<file path="src/rtl/nbit_serial_subtractor_if.sv">
`default_nettype none
// ============================================================================
//  Module      : nbit_serial_subtractor_if
//  Description : Start/result bundle between a requester and the bit-serial
//                subtractor.
//  Revision    : 1.0 - initial release
// ============================================================================
interface nbit_serial_subtractor_if #(
  parameter int n = 8
);
  logic         start;
  logic [n-1:0] a;
  logic [n-1:0] b;
  logic         b_in;
  logic         busy;
  logic         done;
  logic [n-1:0] diff;
  logic         b_out;
  logic         ovf;

  modport master (
    output start, a, b, b_in,
    input  busy, done, diff, b_out, ovf
  );

  modport slave (
    input  start, a, b, b_in,
    output busy, done, diff, b_out, ovf
  );
endinterface
`default_nettype wire

</file>
<file path="src/rtl/nbit_serial_subtractor.sv">
`default_nettype none
// ============================================================================
//  Module      : nbit_serial_subtractor
//  Description : Bit-serial a - b - b_in, one bit per clock from the LSB.
//  Revision    : 1.0 - initial release
// ============================================================================
module nbit_serial_subtractor #(
  parameter int n = 8
) (
  input  logic                     clk,
  input  logic                     rst,
  nbit_serial_subtractor_if.slave  s
);

  localparam int CW = $clog2(n) + 1;

  typedef enum logic [1:0] {
    S_IDLE  = 2'd0,
    S_SHIFT = 2'd1,
    S_DONE  = 2'd2
  } state_t;

  state_t          r_state;
  state_t          w_next_state;

  logic [n-1:0]    r_a;
  logic [n-1:0]    r_b;
  logic            r_br;
  logic [CW-1:0]   r_cnt;
  logic [n-1:0]    r_res;
  logic [n-1:0]    r_diff;
  logic            r_bout;
  logic            r_ovf;

  logic            w_d;
  logic            w_br_next;
  logic            w_last;
  logic [n-1:0]    w_res_next;

  // Full-subtractor cell on the current LSB of the operand shift registers.
  assign w_d        = r_a[0] ^ r_b[0] ^ r_br;
  assign w_br_next  = (~r_a[0] & r_b[0]) | (~r_a[0] & r_br) | (r_b[0] & r_br);
  assign w_res_next = {w_d, r_res[n-1:1]};
  assign w_last     = (r_cnt == CW'(n - 1));

  always_ff @(posedge clk) begin
    if (rst) begin
      r_state <= S_IDLE;
    end else begin
      r_state <= w_next_state;
    end
  end

  always_comb begin
    w_next_state = r_state;
    s.busy       = 1'b0;
    s.done       = 1'b0;
    case (r_state)
      S_IDLE: begin
        if (s.start) begin
          w_next_state = S_SHIFT;
        end
      end
      S_SHIFT: begin
        s.busy = 1'b1;
        if (w_last) begin
          w_next_state = S_DONE;
        end
      end
      S_DONE: begin
        s.done       = 1'b1;
        w_next_state = S_IDLE;
      end
      default: begin
        w_next_state = S_IDLE;
      end
    endcase
  end

  always_ff @(posedge clk) begin
    if (rst) begin
      r_a    <= '0;
      r_b    <= '0;
      r_br   <= 1'b0;
      r_cnt  <= '0;
      r_res  <= '0;
      r_diff <= '0;
      r_bout <= 1'b0;
      r_ovf  <= 1'b0;
    end else begin
      case (r_state)
        S_IDLE: begin
          if (s.start) begin
            r_a   <= s.a;
            r_b   <= s.b;
            r_br  <= s.b_in;
            r_cnt <= '0;
            r_res <= '0;
          end
        end
        S_SHIFT: begin
          r_a   <= r_a >> 1;
          r_b   <= r_b >> 1;
          r_br  <= w_br_next;
          r_res <= w_res_next;
          r_cnt <= r_cnt + CW'(1);
          // On the last bit the operand LSBs are the original sign bits.
          if (w_last) begin
            r_diff <= w_res_next;
            r_bout <= w_br_next;
            r_ovf  <= (r_a[0] ^ r_b[0]) & (w_d ^ r_a[0]);
          end
        end
        default: begin
        end
      endcase
    end
  end

  assign s.diff  = r_diff;
  assign s.b_out = r_bout;
  assign s.ovf   = r_ovf;

endmodule
`default_nettype wire

</file>
<file path="src/flat_wrapper.sv">
// flat-port wrapper written by rule: the top's interface ports become plain ports
module nbit_serial_subtractor_flat 
#(
  parameter int n = 8
)
  (clk, rst, s_start, s_a, s_b, s_b_in, s_busy, s_done, s_diff, s_b_out, s_ovf);
  nbit_serial_subtractor_if #(.n(n)) s_i ();
  input  logic clk;
  input  logic rst;
  input wire logic [$bits(s_i.start)-1:0] s_start;
  input wire logic [$bits(s_i.a)-1:0] s_a;
  input wire logic [$bits(s_i.b)-1:0] s_b;
  input wire logic [$bits(s_i.b_in)-1:0] s_b_in;
  output wire logic [$bits(s_i.busy)-1:0] s_busy;
  output wire logic [$bits(s_i.done)-1:0] s_done;
  output wire logic [$bits(s_i.diff)-1:0] s_diff;
  output wire logic [$bits(s_i.b_out)-1:0] s_b_out;
  output wire logic [$bits(s_i.ovf)-1:0] s_ovf;
  assign s_i.start = s_start;
  assign s_i.a = s_a;
  assign s_i.b = s_b;
  assign s_i.b_in = s_b_in;
  assign s_busy = s_i.busy;
  assign s_done = s_i.done;
  assign s_diff = s_i.diff;
  assign s_b_out = s_i.b_out;
  assign s_ovf = s_i.ovf;
  nbit_serial_subtractor #(.n(n)) u_core (.clk(clk), .rst(rst), .s(s_i));
endmodule
</file>
<file path="config.mk">
export PLATFORM = sky130hd
export DESIGN_NAME = nbit_serial_subtractor_flat
export DESIGN_NICKNAME = d
export VERILOG_FILES = /design/src/rtl/nbit_serial_subtractor_if.sv /design/src/rtl/nbit_serial_subtractor.sv /design/src/flat_wrapper.sv
export SDC_FILE = /design/constraint.sdc
export NUM_CORES = 1
export LEC_CHECK = 0
export BUFFER_PORTS_ARGS = -buffer_cell sky130_fd_sc_hd__clkbuf_2
export CAP_MARGIN = 20
export CORE_AREA = 2 2 81 83
export CTS_BUF_LIST = sky130_fd_sc_hd__clkbuf_8
export DETAILED_ROUTE_END_ITERATION = 7
export DIE_AREA = 0 0 83 85
export PLACE_DENSITY = 0.46
export REMOVE_ABC_BUFFERS = 1
export SLEW_MARGIN = 20
export SYNTH_ARGS = -nofsm -noshare
export SYNTH_HDL_FRONTEND = slang
export SYNTH_SLANG_ARGS = --single-unit
</file>
<file path="constraint.sdc">
create_clock -name clk -period 1.5 [get_ports clk]
set_input_delay 0.075 -clock clk [delete_from_list [all_inputs] [get_ports clk]]
set_output_delay 0.075 -clock clk [all_outputs]
set_load 0.01 [all_outputs]
</file>
==> summary.md, run 1 <==
| Metric | Value |
|---|---|
| CTS Buffer Depth | `2` |
| Clock buffer count from CTS | `5` |
| CTS sink cnt | `40` |
| CP max stage cell | `fa_1` |
| Worst reg2reg path startpoint | `u_core.r_br$_SDFFE_PP0P_` |
| Hold_sp | `s_b[2]` |
| Die Area | `7060 um2` |
| Clock transition at path regs | `~0.080 ns` |
| Sw Share | `between 20% and 30%` |
| Total GRT Usage | `13.1%` |
| Placed Instance Area | `2110 um2` |
| Main synth FF type | `dfxtp_1` |
| DR iter-0 viols | `72` |
| Pleak | `0.965 nW` |
| Seq/Total Area, Yosys | `between 40% and 50%` |
| Die Y | `85 um` |
| Initial antenna violation count | `0` |
| DP Wirelength | `2990 um` |
| Worst-skew pair later-pin latency | `~0.29 ns` |
| Post-synth ARST share | `0%` |
| Critical path class | `reg2reg` |
| Mapped Area | `1780 um2` |
| Unrepaired setup endpoints after global routing | `true` |
| Initial core utilization | `28.7%` |
| P_int | `1.90 mW` |
| Post-place setup slack | `-0.140 ns` |
| EDFF count, synth | `0` |
| Syn-to-layout area delta | `27.6%` |
| Min Tclk post-route | `roughly 1.6 ns` |
| GPL Wtd Cong | `0.741` |
| Skew final | `0.00783 ns` |
| Failing checks | `setup timing` |
| Synth cell types | `34` |
| Fmax achieved | `619 MHz` |
| FF+latch count, synth | `40` |
| Fin crit share | `108%` |
| Hold Fails Final Rpt | `0` |
| Pre-antenna DRT Iters | `4` |
| Routed wire length | `4370 um` |
| DRC | `0` |
| Largest net degree at the start of global routing | `28` |
| Chip Width | `between 80 and 90 um` |
| Finished Cell Area | `2270 um2` |
| Buffers added on ports | `31` |
| Pins Over Slew Limit | `0` |
| Slew of the pin with the lowest slew margin | `about 0.43 ns` |
| Layout Nets | `271` |
| Syn Inst Count | `slightly above 200` |
| Setup crit start | `u_core.r_br$_SDFFE_PP0P_` |
| Switching pwr | `625 uW` |
| Setup violations, final | `1` |
| Share of post-route cells with drive strength above 1 | `32.1%` |
| # diodes | `0` |
| Cell area power density | `1110 nW/um2` |
| CP max stage delay | `0.51 ns` |
| Routed vias | `1602` |
| Number of H-tree levels | `2` |
| Crit start category | `flip-flop` |
| GRT overflow | `0` |
| Core box area | `just over 6000 um2` |
| CTS tree | `yes` |
| Final worst setup slack | `-0.115 ns` |
| Avg Cell Area, Syn | `8.60 um2` |
| Post-route ant nets | `0` |
| Max VDD drop | `0.533 mV` |
| Max cap viols | `0` |
| Seq pwr share | `46.3%` |
| Vias in the first global route | `1555` |
| Hold Crit Class | `in2reg` |
| Relative slew slack | `between 70% and 80%` |
| Buffers inserted by post-CTS timing repair | `0` |
| Clock group share of total power | `38.6%` |
| Comb pwr share | `15.1%` |
| Yosys warns | `0` |
| Worst-path cell chain | `inv_2 -> fa_1 -> xnor2_1 -> or4_1 -> a21oi_2` |
| Worst Path Max Fanout | `2` |
| Row count | `29` |
| Root Buffer | `clkbuf_8` |
| Most common cell after layout, fill and taps aside | `dfxtp_1` |
| First-pass GRT wire length | `7370 um` |
| CP required | `1.74 ns` |
| WP data arrival | `1.85 ns` |
| Routed wire per std cell | `13.4 um` |
| Commonest non-fill, non-tap cells in the layout | `dfxtp_1, a21oi_1, clkbuf_2` |
| Via density | `between 4 and 5` |
| Utilization after layout | `36.6%` |
| Status | `finished, violations left` |
| Setup TNS | `-0.115 ns` |
| Crit end category | `flip-flop` |
| I/O pin count | `32` |
| Tot Pwr | `between 2 and 3 mW` |
-- per-layer routing --
metal  share of wire, %  track usage [%]  vias to the layer above
met5                  0                0                        -
met4                2.1             6.26                        0
met3                3.4             3.11                        7
met2                 44             20.6                       31
met1                 50             17.0                      748
li1                   -                -                      816
-- state kept, by name, indices dropped and copies added (netlist names) --
register,count
u_core.r_cnt,4
u_core.s.diff,8
u_core.r_state,2
u_core.s.b_out,1
u_core.s.ovf,1
u_core.r_br,1
u_core.r_a,8
u_core.r_res,7
u_core.r_b,8
-- area by class of cell --
type                    count  area [um2]
flip-flops and latches     40         803
inverters                  14        52.6
well taps                  77        96.3
repair buffers             53         338
multi-input cells         134         855
clock buffers               7        96.3
clock inverters             1        30.0
fillers                   642        3930
-- power by group through the flow --
stage	clock, mW	sequential [mW]	combinational [mW]
2_1_floorplan	0	1.19	0.193
3_5_place_dp	0	1.19	0.377
3_3_place_gp	0	1.19	0.378
5_1_grt	1.04	1.18	0.430
4_1_cts	0.997	1.17	0.384
6_report	0.974	1.17	0.382
-- synthesized netlist by cell type (all sizes together), types with 2 or more instances --
| cell type | count | area, um2 |
|---|---|---|
| a21oi | 36 | 180 |
| a221o | 2 | 20.0 |
| a22o | 10 | 87.6 |
| and2 | 2 | 12.5 |
| buf | 14 | 66.3 |
| clkbuf | 5 | 18.8 |
| dfxtp | 40 | 801 |
| ha | 2 | 25.0 |
| inv | 14 | 52.6 |
| nand2 | 2 | 7.51 |
| nand3 | 10 | 50.1 |
| nor2 | 28 | 105 |
| nor2b | 3 | 18.8 |
| o21ai | 10 | 50.1 |
| o221a | 12 | 135 |
-- worst max-delay path: cells and delay by family, from the launching register on --
kind                       cells  cell delay, ns
adders and majority gates      1            0.51
xor gates and xnor gates       1            0.14
buffers and inverters          1            0.04
and+or+nand+nor                1            0.41
DFF                            1            0.34
AOI/OAI and AO/OA              1            0.12
-- logic make-up (layout without fill, tap and decap cells) --
logic type / Yosys count / after routing / synth area share, %
XOR/XNOR: 1 / 1 / 0.492
multiplexers: 1 / 1 / 0.563
adder cells (fa/ha/maj): 3 / 3 / 2.53
buffers and inverters: 33 / 75 / 7.74
AO/OA/AOI/OAI: 76 / 76 / 29.2
AND/OR/NAND/NOR: 53 / 53 / 14.5
flip-flops: 40 / 40 / 45.0
-- repair_timing --
action                                  4_1_cts  5_1_grt
pin swaps                                     3        0
gates resized for setup                       4        5
endpoints found under the setup margin        2        6
hold buffers                                  2        0
hold endpoints to repair                      2        0
-- per-stage QoR --
| stage | hold WS, ns | instances |
|---|---|---|
| floorplan | 0.144 | 188 |
| global placement | 0.288 | 316 |
| detailed placement | 0.289 | 316 |
| CTS | 0.0860 | 326 |
| global route | 0.108 | 326 |
| finish | 0.0909 | 326 |
-- path summary, 6_finish.rpt --
check	cells past startpoint	endpoint	slack [ns]
setup / recovery	5	u_core.s.ovf$_SDFFE_PP0P_	-0.11
hold / removal	3	u_core.r_b[2]$_SDFFE_PP0P_	0.09
setup reg to reg	5	u_core.s.ovf$_SDFFE_PP0P_	-0.11
hold reg to reg	2	u_core.s.diff[0]$_SDFFE_PP0P_	0.48
(Power assumes the default switching activity.)
==> run 2: changes to the inputs <==
--- a/config.mk
+++ b/config.mk
@@ -11,7 +11,6 @@
 export CTS_BUF_LIST = sky130_fd_sc_hd__clkbuf_8
 export DETAILED_ROUTE_END_ITERATION = 7
 export DIE_AREA = 0 0 83 85
-export PLACE_DENSITY = 0.46
 export REMOVE_ABC_BUFFERS = 1
 export SLEW_MARGIN = 20
 export SYNTH_ARGS = -nofsm -noshare
==> constraint.sdc (replaced) <==
create_clock -name clk -period 1.5 [get_ports clk]
set_input_delay 0.375 -clock clk [delete_from_list [all_inputs] [get_ports clk]]
set_output_delay 0.375 -clock clk [all_outputs]
set_load 0.01 [all_outputs]
==> run 2 against run 1 <==
The run still ends with setup timing left. Largest cell class unchanged. Routed wire length fell by 1.7%. Critical endpoint unchanged. Die area did not move. Power rose by 9.7%. Sequential power barely moved. Core utilization rose by 0.85 points. Clock skew fell by 0.0017 ns. Combinational power fell by 2%. Count of clock-buffer cells in the layout fell by 2.
==> summary.md, run 2 (synthesis gave the netlist of run 1 again) <==
| Metric | Value |
|---|---|
| Status | `finished, violations left` |
| Failing checks | `setup timing` |
| DRC | `0 (unchanged)` |
| Delay-heaviest family, CP | `adder cells` |
| Number of buffers and inverters on the critical path | `1 (unchanged)` |
| Die Area | `7060 um2 (unchanged)` |
| GRT overflow | `0 (unchanged)` |
| Cell area power density | `1190 nW/um2 (+7.2%)` |
| Finished Cell Area | `2320 um2 (+2.3%)` |
| Fill cells | `633 (-1.4%)` |
| Layout Nets | `268 (-1.1%)` |
| DR iter-0 viols | `93 (+29%)` |
| GPL Wtd Cong | `0.750 (+1.2%)` |
| Post-route ant nets | `0 (unchanged)` |
| # diodes | `0 (unchanged)` |
| Hold Slack | `0.290 ns (+0.199 ns)` |
| Share of post-route cells with drive strength above 1 | `32.9% (+0.80 points)` |
| Chip Width | `83 um (unchanged)` |
| CTS Buffer Depth | `2 (unchanged)` |
| Pleak | `0.980 nW (+1.5%)` |
| Die Y | `85 um (unchanged)` |
| Pre-antenna DRT Iters | `4 (unchanged)` |
| Crit start category | `flip-flop` |
| Routed wire length | `4300 um (-1.7%)` |
| Crit end category | `flip-flop` |
| I/O pin count | `32 (unchanged)` |
| Routed wire per std cell | `13.3 um (-0.76%)` |
| Max cap viols | `0 (unchanged)` |
| Vias in the first global route | `1457 (-6.3%)` |
| CTS tree | `yes` |
| Final worst setup slack | `-0.0716 ns (+0.0430 ns)` |
| Row count | `29 (unchanged)` |
| DP Wirelength | `2870 um (-4.2%)` |
| Buffers added on ports | `31 (unchanged)` |
| Total GRT Usage | `12.6% (-0.47 points)` |
| Routed vias | `1599 (-0.19%)` |
| CTS sink cnt | `40 (unchanged)` |
| WP data arrival | `1.81 ns (-0.04 ns)` |
| Root Buffer | `clkbuf_8` |
| Syn-to-layout area delta | `30.6%` |
| Clock transition at path regs | `0.08 ns (about the same)` |
| Worst Path Max Fanout | `2 (unchanged)` |
| Unrepaired setup endpoints after global routing | `true` |
| Relative slew slack | `66.6% (-4.5 points)` |
| CP max stage delay | `0.48 ns (-0.03 ns)` |
| Clock buffer count from CTS | `5 (unchanged)` |
| Setup TNS | `-0.0716 ns (+0.0430 ns)` |
| CP required | `1.73 ns (about the same)` |
| First-pass GRT wire length | `7200 um (-2.3%)` |
| Core box area | `6200 um2 (unchanged)` |
| Number of H-tree levels | `2 (unchanged)` |
| Initial antenna violation count | `0 (unchanged)` |
| Slew of the pin with the lowest slew margin | `0.500 ns (+0.0669 ns)` |
| Skew final | `0.00615 ns (-0.00167 ns)` |
| Max VDD drop | `0.458 mV (-14%)` |
| Worst-skew pair later-pin latency | `0.29 ns (about the same)` |
| Hold Fails Final Rpt | `0 (unchanged)` |
| Pins Over Slew Limit | `0 (unchanged)` |
| Hold Crit Class | `in2reg` |
| Fin crit share | `105% (-2.9 points)` |
| Setup violations, final | `1 (unchanged)` |
| Largest net degree at the start of global routing | `27 (-3.6%)` |
| Commonest non-fill, non-tap cells in the layout | `dfxtp_1, a21oi_1, clkbuf_2` |
| Critical path class | `reg2reg` |
| Via density | `4.95 (+0.74%)` |
| # hold bufs at CTS | `0 (-2)` |
| Worst-path cell chain | `inv_2 -> fa_1 -> xnor2_1 -> or4_1 -> a21oi_2` |
| Initial core utilization | `28.7% (unchanged)` |
| CP max stage cell | `fa_1` |
| Placed Instance Area | `2090 um2 (-0.83%)` |
| Most common cell after layout, fill and taps aside | `dfxtp_1` |
| Fmax achieved | `636 MHz (+2.7%)` |
| Min Tclk post-route | `1.57 ns (-0.0430 ns)` |
## run 2: cell types whose count changed in the layout (fill, tap and decap cells not counted), sizes merged
cell	delta
buf	-2
bufinv	+2
clkbuf	-2
dlygate4sd3	-2
bufbuf	+1
## run 2: stage by stage
stage          instances  total power, mW  util, %  setup WS [ns]
2_1_floorplan        188             1.38        -         -0.687
3_3_place_gp         312             1.55     33.7         -0.105
3_5_place_dp         312             1.56     33.7         -0.111
4_1_cts              321             2.80     37.1        -0.0680
5_1_grt              323             2.89     37.4         -0.144
6_report             323             2.77     37.4        -0.0716
## run 2: where the power goes
part           switching, mW  total [mW]  leakage, nW  internal [mW]
clock network          0.394        1.23       0.0784          0.832
logic                  0.190       0.375        0.573          0.185
registers             0.0479        1.17        0.328           1.12
## run 2: path summary, 6_finish.rpt
| check | cells past startpoint | startpoint | to | slack [ns] |
|---|---|---|---|---|
| worst min register to register | 2 | u_core.s.diff[4]$_SDFFE_PP0P_ | u_core.s.diff[4]$_SDFFE_PP0P_ | 0.48 |
| worst min-delay path | 2 | s_a[7] | u_core.r_a[7]$_SDFFE_PP0P_ | 0.29 |
| worst max-delay path | 5 | u_core.r_br$_SDFFE_PP0P_ | u_core.s.ovf$_SDFFE_PP0P_ | -0.07 |
| worst max register to register | 5 | u_core.r_br$_SDFFE_PP0P_ | u_core.s.ovf$_SDFFE_PP0P_ | -0.07 |
## run 2: area by class of cell
type                            count  area [um2]  area share, %
Sequential cell                    40         808           34.8
Clock inverter                      3        90.1           3.88
Timing Repair Buffer               50         352           15.1
Multi-Input combinational cell    134         853           36.7
Tap cell                           77        96.3           4.15
Clock buffer                        5        68.8           2.96
Inverter                           14        55.1           2.37
## run 2: layer usage
layer	global-route usage, %	vias to the layer above	share of wire (%)	wire [um]
met2	19.6	21	45	1950
met4	4.02	0	0.67	29
met5	0	-	0	0
li1	-	813	-	-
met3	3.21	2	2.8	120
met1	17.3	763	51	2200
## run 2: timing repair
action	in CTS	in global routing
resized for setup	10	4
endpoints found under the setup margin	3	3
cloned	1	0
setup buffers	0	2
pin swaps	3	2
